`config.mk`:
```
export PLATFORM = sky130hd
export DESIGN_NAME = obuf_write_packer_flat
export DESIGN_NICKNAME = d
export VERILOG_FILES = /design/src/rtl/obuf_write_packer_if.sv /design/src/rtl/obuf_write_packer.sv /design/src/flat_wrapper.sv
export SDC_FILE = /design/constraint.sdc
export NUM_CORES = 1
export LEC_CHECK = 0
export CAP_MARGIN = 10
export CORE_MARGIN = 2
export CORE_UTILIZATION = 55
export DETAILED_ROUTE_END_ITERATION = 10
export GPL_TIMING_DRIVEN = 0
export PLACE_DENSITY = 0.8
export SYNTH_ARGS = -nofsm -noshare
export SYNTH_HDL_FRONTEND = slang
export SYNTH_SLANG_ARGS = --single-unit
export TNS_END_PERCENT = 10
```
`constraint.sdc`:
```
create_clock -name clock -period 3.8 [get_ports clock]
set_input_delay 0.76 -clock clock [delete_from_list [all_inputs] [get_ports clock]]
set_output_delay 0.76 -clock clock [all_outputs]
set_load 0.005 [all_outputs]
```
`src/rtl/obuf_write_packer_if.sv`:
```
// Handshake and buffer write-port bundle between the result stream feeder and
// the output-buffer write packer.
interface obuf_write_packer_if #(
  parameter int ELEM_W = 16,
  parameter int LANES  = 8,
  parameter int ADDR_W = 16
);
  logic                      start;
  logic [ADDR_W-1:0]         base_addr;
  logic [ADDR_W:0]           word_count;
  logic                      in_valid;
  logic [ELEM_W-1:0]         in_data;
  logic                      in_ready;
  logic                      flush;
  logic                      WE;
  logic [ADDR_W-1:0]         WriteAddress;
  logic [ELEM_W*LANES-1:0]   WriteBus;
  logic                      busy;
  logic                      done;

  modport master (
    output start, base_addr, word_count, in_valid, in_data, flush,
    input  in_ready, WE, WriteAddress, WriteBus, busy, done
  );

  modport slave (
    input  start, base_addr, word_count, in_valid, in_data, flush,
    output in_ready, WE, WriteAddress, WriteBus, busy, done
  );
endinterface

```
`src/rtl/obuf_write_packer.sv`:
```
// Packs 16-bit result elements into 128-bit lines and writes them to
// sequential output-buffer addresses, with zero-padded flush and done pulse.
module obuf_write_packer #(
  parameter int ELEM_W = 16,
  parameter int LANES  = 8,
  parameter int ADDR_W = 16
) (
  input  logic                clock,
  input  logic                reset_n,
  obuf_write_packer_if.slave  bus
);
  localparam int LINE_W = ELEM_W * LANES;
  localparam int LANE_W = $clog2(LANES);
  localparam logic [ADDR_W:0]   MAX_LINES = {1'b1, {ADDR_W{1'b0}}};
  localparam logic [ADDR_W:0]   ONE_LINE  = (ADDR_W+1)'(1);
  localparam logic [LANE_W-1:0] LAST_LANE = LANE_W'(LANES - 1);

  typedef enum logic [1:0] {IDLE, PACK, FINAL} state_t;

  state_t              r_state,     w_state_nxt;
  logic [LANE_W-1:0]   r_lane,      w_lane_nxt;
  logic [ADDR_W-1:0]   r_addr,      w_addr_nxt;
  logic [ADDR_W:0]     r_remaining, w_remaining_nxt;
  logic [LINE_W-1:0]   r_line,      w_line_nxt;
  logic                r_we,        w_we_nxt;
  logic [ADDR_W-1:0]   r_waddr,     w_waddr_nxt;
  logic [LINE_W-1:0]   r_wbus,      w_wbus_nxt;
  logic                r_done,      w_done_nxt;

  logic                w_accept;
  logic                w_line_done;
  logic [LINE_W-1:0]   w_merged;
  logic [LANE_W:0]     w_fill;
  logic [ADDR_W:0]     w_count;

  function automatic logic [LINE_W-1:0] pad_line(input logic [LINE_W-1:0] line,
                                                 input logic [LANE_W:0]   fill);
    logic [LINE_W-1:0] padded;
    padded = line;
    for (int i = 0; i < LANES; i++) begin
      if (i >= int'(fill)) padded[i*ELEM_W +: ELEM_W] = '0;
    end
    return padded;
  endfunction

  function automatic logic [ADDR_W:0] clamp_count(input logic [ADDR_W:0] cnt);
    return (cnt > MAX_LINES) ? MAX_LINES : cnt;
  endfunction

  // Element merge: the incoming element lands in its lane before any flush padding
  always_comb begin
    w_accept = (r_state == PACK) && bus.in_valid;
    w_merged = r_line;
    if (w_accept) w_merged[int'(r_lane)*ELEM_W +: ELEM_W] = bus.in_data;
    w_fill      = {1'b0, r_lane} + {{LANE_W{1'b0}}, w_accept};
    w_line_done = (w_accept && (r_lane == LAST_LANE)) ||
                  ((r_state == PACK) && bus.flush && ((r_lane != '0) || w_accept));
    w_count     = clamp_count(bus.word_count);
  end

  always_comb begin
    w_state_nxt     = r_state;
    w_lane_nxt      = r_lane;
    w_addr_nxt      = r_addr;
    w_remaining_nxt = r_remaining;
    w_line_nxt      = r_line;
    w_we_nxt        = 1'b0;
    w_waddr_nxt     = r_waddr;
    w_wbus_nxt      = r_wbus;
    w_done_nxt      = 1'b0;
    case (r_state)
      IDLE: begin
        if (bus.start) begin
          w_addr_nxt      = bus.base_addr;
          w_lane_nxt      = '0;
          w_line_nxt      = '0;
          w_remaining_nxt = w_count;
          if (w_count == '0) w_done_nxt  = 1'b1;
          else               w_state_nxt = PACK;
        end
      end
      PACK: begin
        if (w_line_done) begin
          w_we_nxt        = 1'b1;
          w_waddr_nxt     = r_addr;
          w_wbus_nxt      = pad_line(w_merged, w_fill);
          w_addr_nxt      = r_addr + 1'b1;
          w_lane_nxt      = '0;
          w_line_nxt      = '0;
          w_remaining_nxt = r_remaining - ONE_LINE;
          if (r_remaining == ONE_LINE) w_state_nxt = FINAL;
        end else if (w_accept) begin
          w_lane_nxt = r_lane + 1'b1;
          w_line_nxt = w_merged;
        end
      end
      FINAL: begin
        w_state_nxt = IDLE;
        w_done_nxt  = 1'b1;
      end
      default: w_state_nxt = IDLE;
    endcase
  end

  // Register stage: every buffer-facing output is driven straight from these flops
  always_ff @(posedge clock or negedge reset_n) begin
    if (!reset_n) begin
      r_state     <= IDLE;
      r_lane      <= '0;
      r_addr      <= '0;
      r_remaining <= '0;
      r_line      <= '0;
      r_we        <= 1'b0;
      r_waddr     <= '0;
      r_wbus      <= '0;
      r_done      <= 1'b0;
    end else begin
      r_state     <= w_state_nxt;
      r_lane      <= w_lane_nxt;
      r_addr      <= w_addr_nxt;
      r_remaining <= w_remaining_nxt;
      r_line      <= w_line_nxt;
      r_we        <= w_we_nxt;
      r_waddr     <= w_waddr_nxt;
      r_wbus      <= w_wbus_nxt;
      r_done      <= w_done_nxt;
    end
  end

  assign bus.in_ready     = (r_state == PACK);
  assign bus.busy         = (r_state != IDLE);
  assign bus.WE           = r_we;
  assign bus.WriteAddress = r_waddr;
  assign bus.WriteBus     = r_wbus;
  assign bus.done         = r_done;
endmodule

```
`src/flat_wrapper.sv`:
```
// flat-port wrapper written by rule: the top's interface ports become plain ports
module obuf_write_packer_flat 
#(
  parameter int ELEM_W = 16,
  parameter int LANES  = 8,
  parameter int ADDR_W = 16
)
  (clock, reset_n, bus_start, bus_base_addr, bus_word_count, bus_in_valid, bus_in_data, bus_flush, bus_in_ready, bus_WE, bus_WriteAddress, bus_WriteBus, bus_busy, bus_done);
  obuf_write_packer_if #(.ELEM_W(ELEM_W), .LANES(LANES), .ADDR_W(ADDR_W)) bus_i ();
  input  logic clock;
  input  logic reset_n;
  input wire logic [$bits(bus_i.start)-1:0] bus_start;
  input wire logic [$bits(bus_i.base_addr)-1:0] bus_base_addr;
  input wire logic [$bits(bus_i.word_count)-1:0] bus_word_count;
  input wire logic [$bits(bus_i.in_valid)-1:0] bus_in_valid;
  input wire logic [$bits(bus_i.in_data)-1:0] bus_in_data;
  input wire logic [$bits(bus_i.flush)-1:0] bus_flush;
  output wire logic [$bits(bus_i.in_ready)-1:0] bus_in_ready;
  output wire logic [$bits(bus_i.WE)-1:0] bus_WE;
  output wire logic [$bits(bus_i.WriteAddress)-1:0] bus_WriteAddress;
  output wire logic [$bits(bus_i.WriteBus)-1:0] bus_WriteBus;
  output wire logic [$bits(bus_i.busy)-1:0] bus_busy;
  output wire logic [$bits(bus_i.done)-1:0] bus_done;
  assign bus_i.start = bus_start;
  assign bus_i.base_addr = bus_base_addr;
  assign bus_i.word_count = bus_word_count;
  assign bus_i.in_valid = bus_in_valid;
  assign bus_i.in_data = bus_in_data;
  assign bus_i.flush = bus_flush;
  assign bus_in_ready = bus_i.in_ready;
  assign bus_WE = bus_i.WE;
  assign bus_WriteAddress = bus_i.WriteAddress;
  assign bus_WriteBus = bus_i.WriteBus;
  assign bus_busy = bus_i.busy;
  assign bus_done = bus_i.done;
  obuf_write_packer #(.ELEM_W(ELEM_W), .LANES(LANES), .ADDR_W(ADDR_W)) u_core (.clock(clock), .reset_n(reset_n), .bus(bus_i));
endmodule
```
Yosys cells after proc, flatten, opt, wreduce, memory -nomap -nowiden
Cells that the tools add are included.

Register bits: 312. Bits of input ports: 54. Logic and storage cells: 84.

Add/subtract/negate cells: 5. Magnitude comparators: 9. Equal/unequal tests: 9. Shift operators: 2. Mux-type cells: 35. Reductions and logical operators: 15.

Operators with widths (number): 2-to-1 mux 128 bit (4); case mux 128 bit (2 select lines) (1); 2-to-1 mux 16 bit (10); bitwise mux 128 bit (1); variable shift 16 x 33 -> 128 bit, first input constant (1); indexed part select 16 x 33 -> 128 bit (1); 2-to-1 mux 17 bit (3); case mux 17 bit (2 select lines) (1); negation 7 -> 33 bit (1); case mux 16 bit (2 select lines) (1); equality test 17 x 1 -> 1 bit, second input constant (1); > comparator 17 bit, second input constant (1); logical NOT 17 bit (1); subtractor 17 x 1 -> 17 bit, second input constant (1); adder 16 x 1 -> 16 bit, second input constant (1); greater-or-equal comparator 3 x 4 -> 1 bit, first input constant (4); 2-to-1 mux 3 bit (3); greater-or-equal comparator 1 x 4 -> 1 bit, first input constant (2); greater-or-equal comparator 2 x 4 -> 1 bit, first input constant (2); 2-to-1 mux 2 bit (4); case mux 3 bit (2 select lines) (1); AND reduction 3 bit (2); adder 3 x 1 -> 4 bit (1); logical AND 1 bit (4); 16 further kinds (23).

Depth between registers and ports, before layout
Gate-level depths: netlist of the first run.

Word-level depth: 7. Mapped depth: 12.

Worst setup path after synthesis of the first run
Ideal clock, no wire load.

Kind: register -> register. From: reg u_core.r_lane[0]. To: reg u_core.r_line[117]. Library setup time: 0.123 ns. Arrival: 2.938 ns. Slack: 0.738 ns. Cell stages (with the launch flop): 13. Buffers on the path: 5. Clock period less this slack: 3.062 ns. Path through: dfrtp_1 > inv_1 > clkbuf_1 > buf_1 > ha_1 > ha_1 > buf_4 > nor3b_1 > nand2_1 > a21bo_1 > clkbuf_1 > buf_2 > o2bb2ai_1.

Longest elaborated chain between the ends: 7.

RTL lines: start: declaration (line obuf_write_packer.sv:21) `logic [LANE_W-1:0] r_lane, w_lane_nxt;`; start signal: assignment (line obuf_write_packer.sv:119) `r_lane <= w_lane_nxt;`; negation 7 -> 33 bit (line obuf_write_packer.sv:54) `if (w_accept) w_merged[int'(r_lane)*ELEM_W +: ELEM_W] = bus.in_data;`; indexed part select 16 x 33 -> 128 bit or variable shift 16 x 33 -> 128 bit (tied branches) (line obuf_write_packer.sv:54); bitwise mux 128 bit (line obuf_write_packer.sv:54); 2-to-1 mux 128 bit (line obuf_write_packer.sv:54); 2-to-1 mux 128 bit (line obuf_write_packer.sv:92) `end else if (w_accept) begin`; 2-to-1 mux 128 bit (line obuf_write_packer.sv:83) `if (w_line_done) begin`; case mux 128 bit (2 select lines) (line obuf_write_packer.sv:71) `case (r_state)`; end signal: assignment (line obuf_write_packer.sv:122) `r_line <= w_line_nxt;`; end: declaration (line obuf_write_packer.sv:24) `logic [LINE_W-1:0] r_line, w_line_nxt;`.

Several ways; a longest one is shown, not always the timed one. The select of a mux whose other input is x is not followed. A chain may end at the register's enable or synchronous reset.

Worst setup path in the final report of the first run
From: reg u_core.r_lane[0]. To: reg u_core.r_line[53].

Same word-level chain as after synthesis.

==> results of run 1 <==
-- per-stage QoR --
step / utilization [%] / hold slack, ps / total power, mW / setup WS (ps) / setup TNS [ps]
4_1_cts: 69.98 / 282.2 / 10.55 / 173.6 / 0
6_report: 69.99 / 236.1 / 10.58 / 138.6 / 0
3_5_place_dp: 65.16 / 470.5 / 6.916 / -245.1 / -2397
2_1_floorplan: - / 455.4 / 5.615 / 738.4 / 0
3_3_place_gp: 64.93 / 461.2 / 6.836 / -11340 / -3532030
5_1_grt: 69.99 / 299.7 / 11.01 / 18.22 / 0
-- registers in the layout (all words and copies together), names as in the netlist --
register / flops
u_core.r_state: 2
u_core.bus.WE: 1
u_core.r_lane: 3
u_core.bus.WriteBus: 128
u_core.r_line: 128
u_core.bus.done: 1
u_core.r_remaining: 17
u_core.bus.WriteAddress: 16
u_core.r_addr: 16
-- path summary, 6_finish.rpt --
path | startpoint | end | slack [ps] | depth (start not counted)
setup reg to reg | u_core.r_lane[0] | u_core.r_line[53] | 140 | 12
min in group clock | u_core.bus.WriteBus[50] | u_core.bus.WriteBus[50] | 480 | 2
hold reg to reg | u_core.bus.WriteBus[50] | u_core.bus.WriteBus[50] | 480 | 2
max in group asynchronous | reset_n | u_core.r_line[75] | 2080 | 3
hold / removal | reset_n | u_core.r_remaining[8] | 240 | 1
setup / recovery | u_core.r_lane[0] | u_core.r_line[53] | 140 | 12
-- cells by family (layout without fill, tap and decap cells) --
kind of cell    Yosys count  after routing  synth area share (%)
compound gates          418            418                 21.23
simple gates            388            388                 13.25
flops                   312            312                 54.24
buf+inv                 115            379                 3.946
mux                      94             94                 6.554
fa+ha+maj                 9              9                0.7824
-- routing by layer --
layer,routed length [um],vias to the layer above,GRT usage [%]
met5,0,-,0
met1,18640,6216,44.88
met3,3392,110,5.815
met2,21390,610,52.23
li1,-,5386,-
met4,1533,0,11.95
-- power groups by stage --
stage	registers (mW)	clock network (mW)	logic (mW)
global placement	4.11	0	2.73
global route	4.12	3.80	3.09
floorplan	4.05	0	1.57
CTS	4.06	3.67	2.82
finish	4.07	3.64	2.86
detailed placement	4.12	0	2.80
-- worst reg2reg max path: stages, from the launching register on --
cell and delay (ps):
dfrtp_1 540, inv_1 160, clkbuf_2 230, buf_2 240
ha_1 230, ha_1 270, buf_4 190, inv_2 130
nor4_1 400, buf_2 380, nand2_1 250, clkbuf_1 310
o2bb2ai_1 250
-- cell type report --
type / instances / area [sq um]
flip-flops and latches: 312 / 7807
fillers: 1937 / 7775
multi-input cells: 909 / 6022
repair buffers: 203 / 2072
clock buffers: 46 / 975.9
plain buffers: 95 / 499.2
well taps: 335 / 419.2
clock inverters: 15 / 265.3
inverters: 20 / 75.07
-- synthesized netlist by cell type, types with 7 or more instances --
cell type,n
mux2i_1,92
nor2b_1,17
a21oi_1,39
or4_1,8
inv_1,16
a22o_1,62
nand3_1,14
nand2b_1,20
ha_1,9
buf_2,31
a311oi_1,11
nor4_1,7
o21ai_0,57
o21ai_1,52
dfrtp_1,312
nor2_1,72
nor3_1,14
clkbuf_1,47
a31oi_1,10
a211oi_1,28
o2bb2ai_1,92
nand2_1,190
-- what timing repair did --
item,CTS,global route
setup endpoints to repair,14,49
cloned,0,0
gates resized for setup,3,6
==> impl_metrics.csv, run 1 <==
group,metric,value,unit
placed_design,dp_cells,1874,
yosys,synth.avg_cell_area,10.77,sq um
timing,hold_violations,0,
yosys,syn-cell-area,14390,sq um
yosys,async_reset_ff_share,100.0,%
global_routing,grt_util_all_layers,32.55,%
outcome,status,"complete, no violations",
detailed_routing,first_iter_violations,1416,
cts,cts_hold_buffers,0,
cts,clockBufferDepth,3,
pwr,p_leak,7.739,nW
timing,fin_crit_sh,96.35,%
pwr,p_int,7.090,mW
pwr,pwr_density_cell,583.2,nW/um^2
floorplan,rows,59,
cts,cts_buffers,34,
yosys,synthCells,1336,
finish,layout_commonest_cell,"dfrtp_1",
finish,area_growth,26.00,%
floorplan,io_pins,202,
yosys,ys_ff_latch,312,
yosys,netlist.area_leader.share,54.24,%
timing,fmax,0.2731,GHz
placed_design,finalWeightedCongestion,0.9241,
pwr,seqPwrFrac,38.5,%
worst_hold_path,hp-class,"input pin to async pin",
cts,clkTransAtPathRegs,60,ps
critical_path,crit_path_cell_trace,"inv_1, clkbuf_2, buf_2, ha_1, ha_1, buf_4, inv_2, nor4_1, buf_2, nand2_1, clkbuf_1, o2bb2ai_1",
timing,fin_worst_skew,17.56,ps
critical_path,cp_slowest_cell,"dfrtp_1",
placed_design,io_buffers,201,
finish,nets,1638,
detailed_routing,totalWireLength,44950,um
pwr,comb_power_share,27.1,%
detailed_routing,wire_per_inst,23.23,um
finish,fin_area,18140,sq um
timing,period_minus_slack,3661,ps
global_routing,grt-ovfl-total,0,
floorplan,initial_core_util,55.55,%
yosys,yosysSeqAreaShare,54.24,%
pwr,sw_frac_of_total,32.96,%
critical_path,cp_slowest_stage_delay,540,ps
critical_path,cp.arrival,4090,ps
critical_path,crit_required,4230,ps
finish,stdcell_count,1935,
cts,post_cts_buffers,0,
finish,final_cell_mix,"dfrtp_1, clkdlybuf4s50_1, nand2_1, mux2i_1, o2bb2ai_1",
cts,numClockSinks,312,
floorplan,core,25910,sq um
cts,cts_root_buf,"clkbuf_16",
detailed_routing,final_antenna_net_count,0,
timing,finalSetupViolCount,0,
flow_run,drv_cap,0,
yosys,yosysUniqueCellTypes,82,
finish,drive_gt1_share,8.813,%
timing,tightestPinTransition,1063,ps
timing,rsz0062_at_grt,"no",
pwr,ir_drop,0.5213,mV
global_routing,antenna_found_initial,0,
critical_path,cp-start-kind,"flip-flop",
yosys,synth_nets,1399,
global_routing,grt_pass1_wl,71880,um
critical_path,cp_top_family,"buffers and inverters",
detailed_routing,vias,12322,
detailed_routing,first_pass_iters,5,
cts,cts_tree,"done",
cts,clock_latency,520,ps
timing,max_slew_margin,27.33,%
critical_path,crit_path_end_kind,"flip-flop",
placed_design,detailed_place_hpwl,31680,um
yosys,dominantRegCellSynth,"dfrtp_1",
finish,antennaDiodeCount,0,
yosys,synthTopCellsByArea,"dfrtp_1, mux2i_1, o2bb2ai_1",
global_routing,grt_max_degree,125,
critical_path,path_max_fanout,10,
yosys,synth_edf_count,0,
yosys,yosysTopAreaCell,"dfrtp_1",
detailed_routing,drc,0,
detailed_routing,drt-vias-per-instance,6.368,
critical_path,path_class,"flip-flop to flip-flop",
yosys,yosysWarnings,0,
floorplan,dieArea,27480,sq um
floorplan,die_h,165.8,um
timing,finalMaxSlewViolations,0,
floorplan,fp.dieW,165.8,um
placed_design,placed_area,16880,sq um
cts,htreeDepth,2,
critical_path,worstPathBufferInverterCount,7,
pwr,p_clk_share,34.4,%
global_routing,grt_pass1_vias,12621,
pwr,p_switching,3.487,mW
Power figures use the tool's default switching activity.
==> inputs of run 2 (changes only) <==
- ABC_AREA: default -> 1
==> run 2 against run 1 <==
Via count is 18% higher; critical path depth is 1 higher; register-to-register slack better by 120 ps; clock power is 7.1% lower; total power is 8.2% higher; sequential cell count stayed put; highest routed layer unchanged.
==> impl_metrics.csv, run 2 <==
group,metric,value,unit
global_routing,grt_max_degree,119,
timing,fin_setup_tns,0,ps
critical_path,cp-start-kind,"flip-flop",
placed_design,placed_area,17530,sq um
cts,clock_latency,510,ps
yosys,synthAdderAreaFrac,0.7504,%
pwr,p_leak,9.845,nW
finish,layout_commonest_cell,"nand2_1",
placed_design,detailed_place_hpwl,32840,um
detailed_routing,first_iter_violations,1379,
yosys,syn-cell-area,15010,sq um
yosys,synthCells,2051,
timing,rsz0062_at_grt,"no",
critical_path,cp_slowest_cell,"buf_1",
detailed_routing,vias,14482,
yosys,synth_edf_count,0,
cts,clkTransAtPathRegs,60,ps
placed_design,io_buffers,201,
finish,drive_gt1_share,5.582,%
critical_path,endpoint,"u_core.bus.WriteBus[124]",
detailed_routing,drt-vias-per-instance,5.461,
detailed_routing,drc,0,
critical_path,cp_slowest_stage_delay,420,ps
placed_design,dp_slack,531.4,ps
critical_path,crit_path_cell_trace,"buf_2, inv_2, clkbuf_1, ha_1, ha_1, inv_2, buf_1, nand2_1, nor2_1, inv_1, o21ai_0, nand2_1, nand2_1",
floorplan,initial_core_util,55.84,%
global_routing,grt_util_all_layers,31.50,%
critical_path,crit_top_cell,"nand2_1",
timing,fmax,0.2827,GHz
cts,htreeDepth,2,
floorplan,fp.dieW,169.2,um
timing,fin_ws,263.2,ps
outcome,status,"complete, no violations",
timing,fin_crit_sh,93.07,%
critical_path,startpoint,"u_core.r_lane[0]",
yosys,synthMuxAreaShare,0,%
detailed_routing,first_pass_iters,5,
critical_path,r2r-end,"u_core.bus.WriteBus[124]",
timing,finalSetupViolCount,0,
critical_path,rr_worst_depth,13,
finish,area_growth,24.36,%
cts,clockBufferDepth,3,
yosys,yosys.area_share.simple,35.44,%
floorplan,die_h,169.2,um
timing,period_minus_slack,3537,ps
yosys,yosysMostFrequentCell,"nand2_1",
global_routing,grt_pass1_vias,13859,
cts,numClockSinks,312,
timing,fin_worst_skew,16.29,ps
detailed_routing,wire_per_inst,16.95,um
floorplan,core,26880,sq um
timing,hold_violations,0,
finish,antennaDiodeCount,0,
timing,finalMaxSlewViolations,0,
detailed_routing,totalWireLength,44940,um
finish,final_cell_mix,"nand2_1, dfrtp_1, clkdlybuf4s50_1, nor2_1, o21ai_0",
global_routing,grt_pass1_wl,71550,um
yosys,synth_nets,2114,
pwr,pwr_density_cell,612.9,nW/um^2
yosys,synth.avg_cell_area,7.317,sq um
yosys,synth_commonest_cells,"nand2_1, dfrtp_1, nor2_1",
yosys,synth_compound_area_share,5.961,%
timing,tightestPinTransition,725.0,ps
worst_hold_path,hp-class,"input pin to async pin",
cts,post_cts_resized,0,
floorplan,rows,60,
cts,cts_buffers,34,
critical_path,path_class,"flip-flop to flip-flop",
pwr,ir_drop,0.3445,mV
floorplan,io_pins,202,
finish,fin_area,18660,sq um
critical_path,crit_path_end_kind,"flip-flop",
yosys,synth_xor_area_share,0.3502,%
finish,nets,2354,
cts,cts_tree,"done",
critical_path,r2r_start,"u_core.r_lane[0]",
floorplan,dieArea,28620,sq um
global_routing,grt-ovfl-total,0,
yosys,async_reset_ff_share,100.0,%
critical_path,cp.arrival,3970,ps
yosys,synthTopCellsByArea,"dfrtp_1, nand2_1, o21ai_0",
yosys,yosysUniqueCellTypes,35,
yosys,ys_ff_latch,312,
yosys,yosysSeqAreaShare,52.03,%
cts,post_cts_buffers,0,
timing,whs,150.4,ps
cts,cts_hold_buffers,0,
yosys,yosysTopAreaCell,"dfrtp_1",
placed_design,finalWeightedCongestion,0.9309,
yosys,netlist.area_leader.share,52.03,%
critical_path,reg2reg_slack,260,ps
critical_path,path_max_fanout,10,
detailed_routing,final_antenna_net_count,0,
yosys,dominantRegCellSynth,"dfrtp_1",
yosys,yosysWarnings,0,
cts,cts_root_buf,"clkbuf_16",
yosys,synth_top_family_by_area,"simple AND/OR/NAND/NOR gates",
critical_path,crit_required,4240,ps
flow_run,drv_cap,0,
timing,max_slew_margin,51.67,%
global_routing,antenna_found_initial,0,
==> run 2: cell types whose count changed in the layout (fill, tap and decap cells not counted), sizes merged, moves of 17 or more <==
cell     change
nand2      +942
mux2i       -92
o2bb2ai     -92
inv         +78
a22o        -62
nand3       +59
nor2        +55
o21ai       +34
a211oi      -29
nand2b      -21
a21oi       -17
nor2b       -17
==> run 2: area by class of cell <==
class / count / area [sq um]
timing repair buffer: 204 / 2100
sequential: 312 / 7807
buffer: 98 / 452.9
tap: 341 / 426.7
inverter: 98 / 367.9
multi-input combinational: 1543 / 6379
clock inverter: 10 / 132.6
fill: 2227 / 8213
clock buffer: 46 / 997.2
==> run 2: worst min path at each step <==
stage	from	endpoint	slack, ps	cells past startpoint
after CTS	reset_n	u_core.r_addr[6]	160	1
after detailed placement	u_core.r_line[82]	u_core.r_line[82]	460	2
after global placement	u_core.r_line[82]	u_core.r_line[82]	460	2
after global routing	reset_n	u_core.r_remaining[10]	180	1
after floorplan	u_core.r_line[80]	u_core.r_line[80]	440	2
final	reset_n	u_core.r_remaining[12]	150	1
==> run 2: per-stage QoR <==
| stage | util (%) | instances | power (mW) |
|---|---|---|---|
| final | 69.44 | 2652 | 11.44 |
| after global routing | 69.44 | 2652 | 12.00 |
| after CTS | 69.44 | 2652 | 11.36 |
| after detailed placement | 65.24 | 2596 | 7.991 |
| after global placement | 64.91 | 2593 | 7.893 |
| after floorplan | - | 2051 | 6.417 |
==> run 2: metal layers <==
metal  track usage (%)  share of wire (%)  vias to the layer above
met5                 0                  0                        -
met4             12.11                3.9                        0
met3             6.227                8.7                      121
met2             50.91                 46                      686
met1             42.33                 41                     6859
li1                  -                  -                     6816
==> run 2: power by group <==
group / switching (mW) / leakage, nW / internal (mW)
clock network: 1.34 / 0.563 / 2.04
logic: 2.92 / 5.01 / 1.17
registers: 0.305 / 4.27 / 3.67
==> run 2: logic make-up after synthesis <==
group	count (synthesis)
buffers and inverters	196
xor gates and xnor gates	6
AOI/OAI and AO/OA	174
and+or+nand+nor	1354
adders and majority gates	9
DFF	312
==> run 2: worst max-delay path, delay by kind of cell (launching register included) <==
family,cells,cell delay [ps]
adder cells (fa/ha/maj),2,530
AO/OA/AOI/OAI,1,340
flip-flops,1,380
buffers and inverters,6,1430
AND/OR/NAND/NOR,4,770
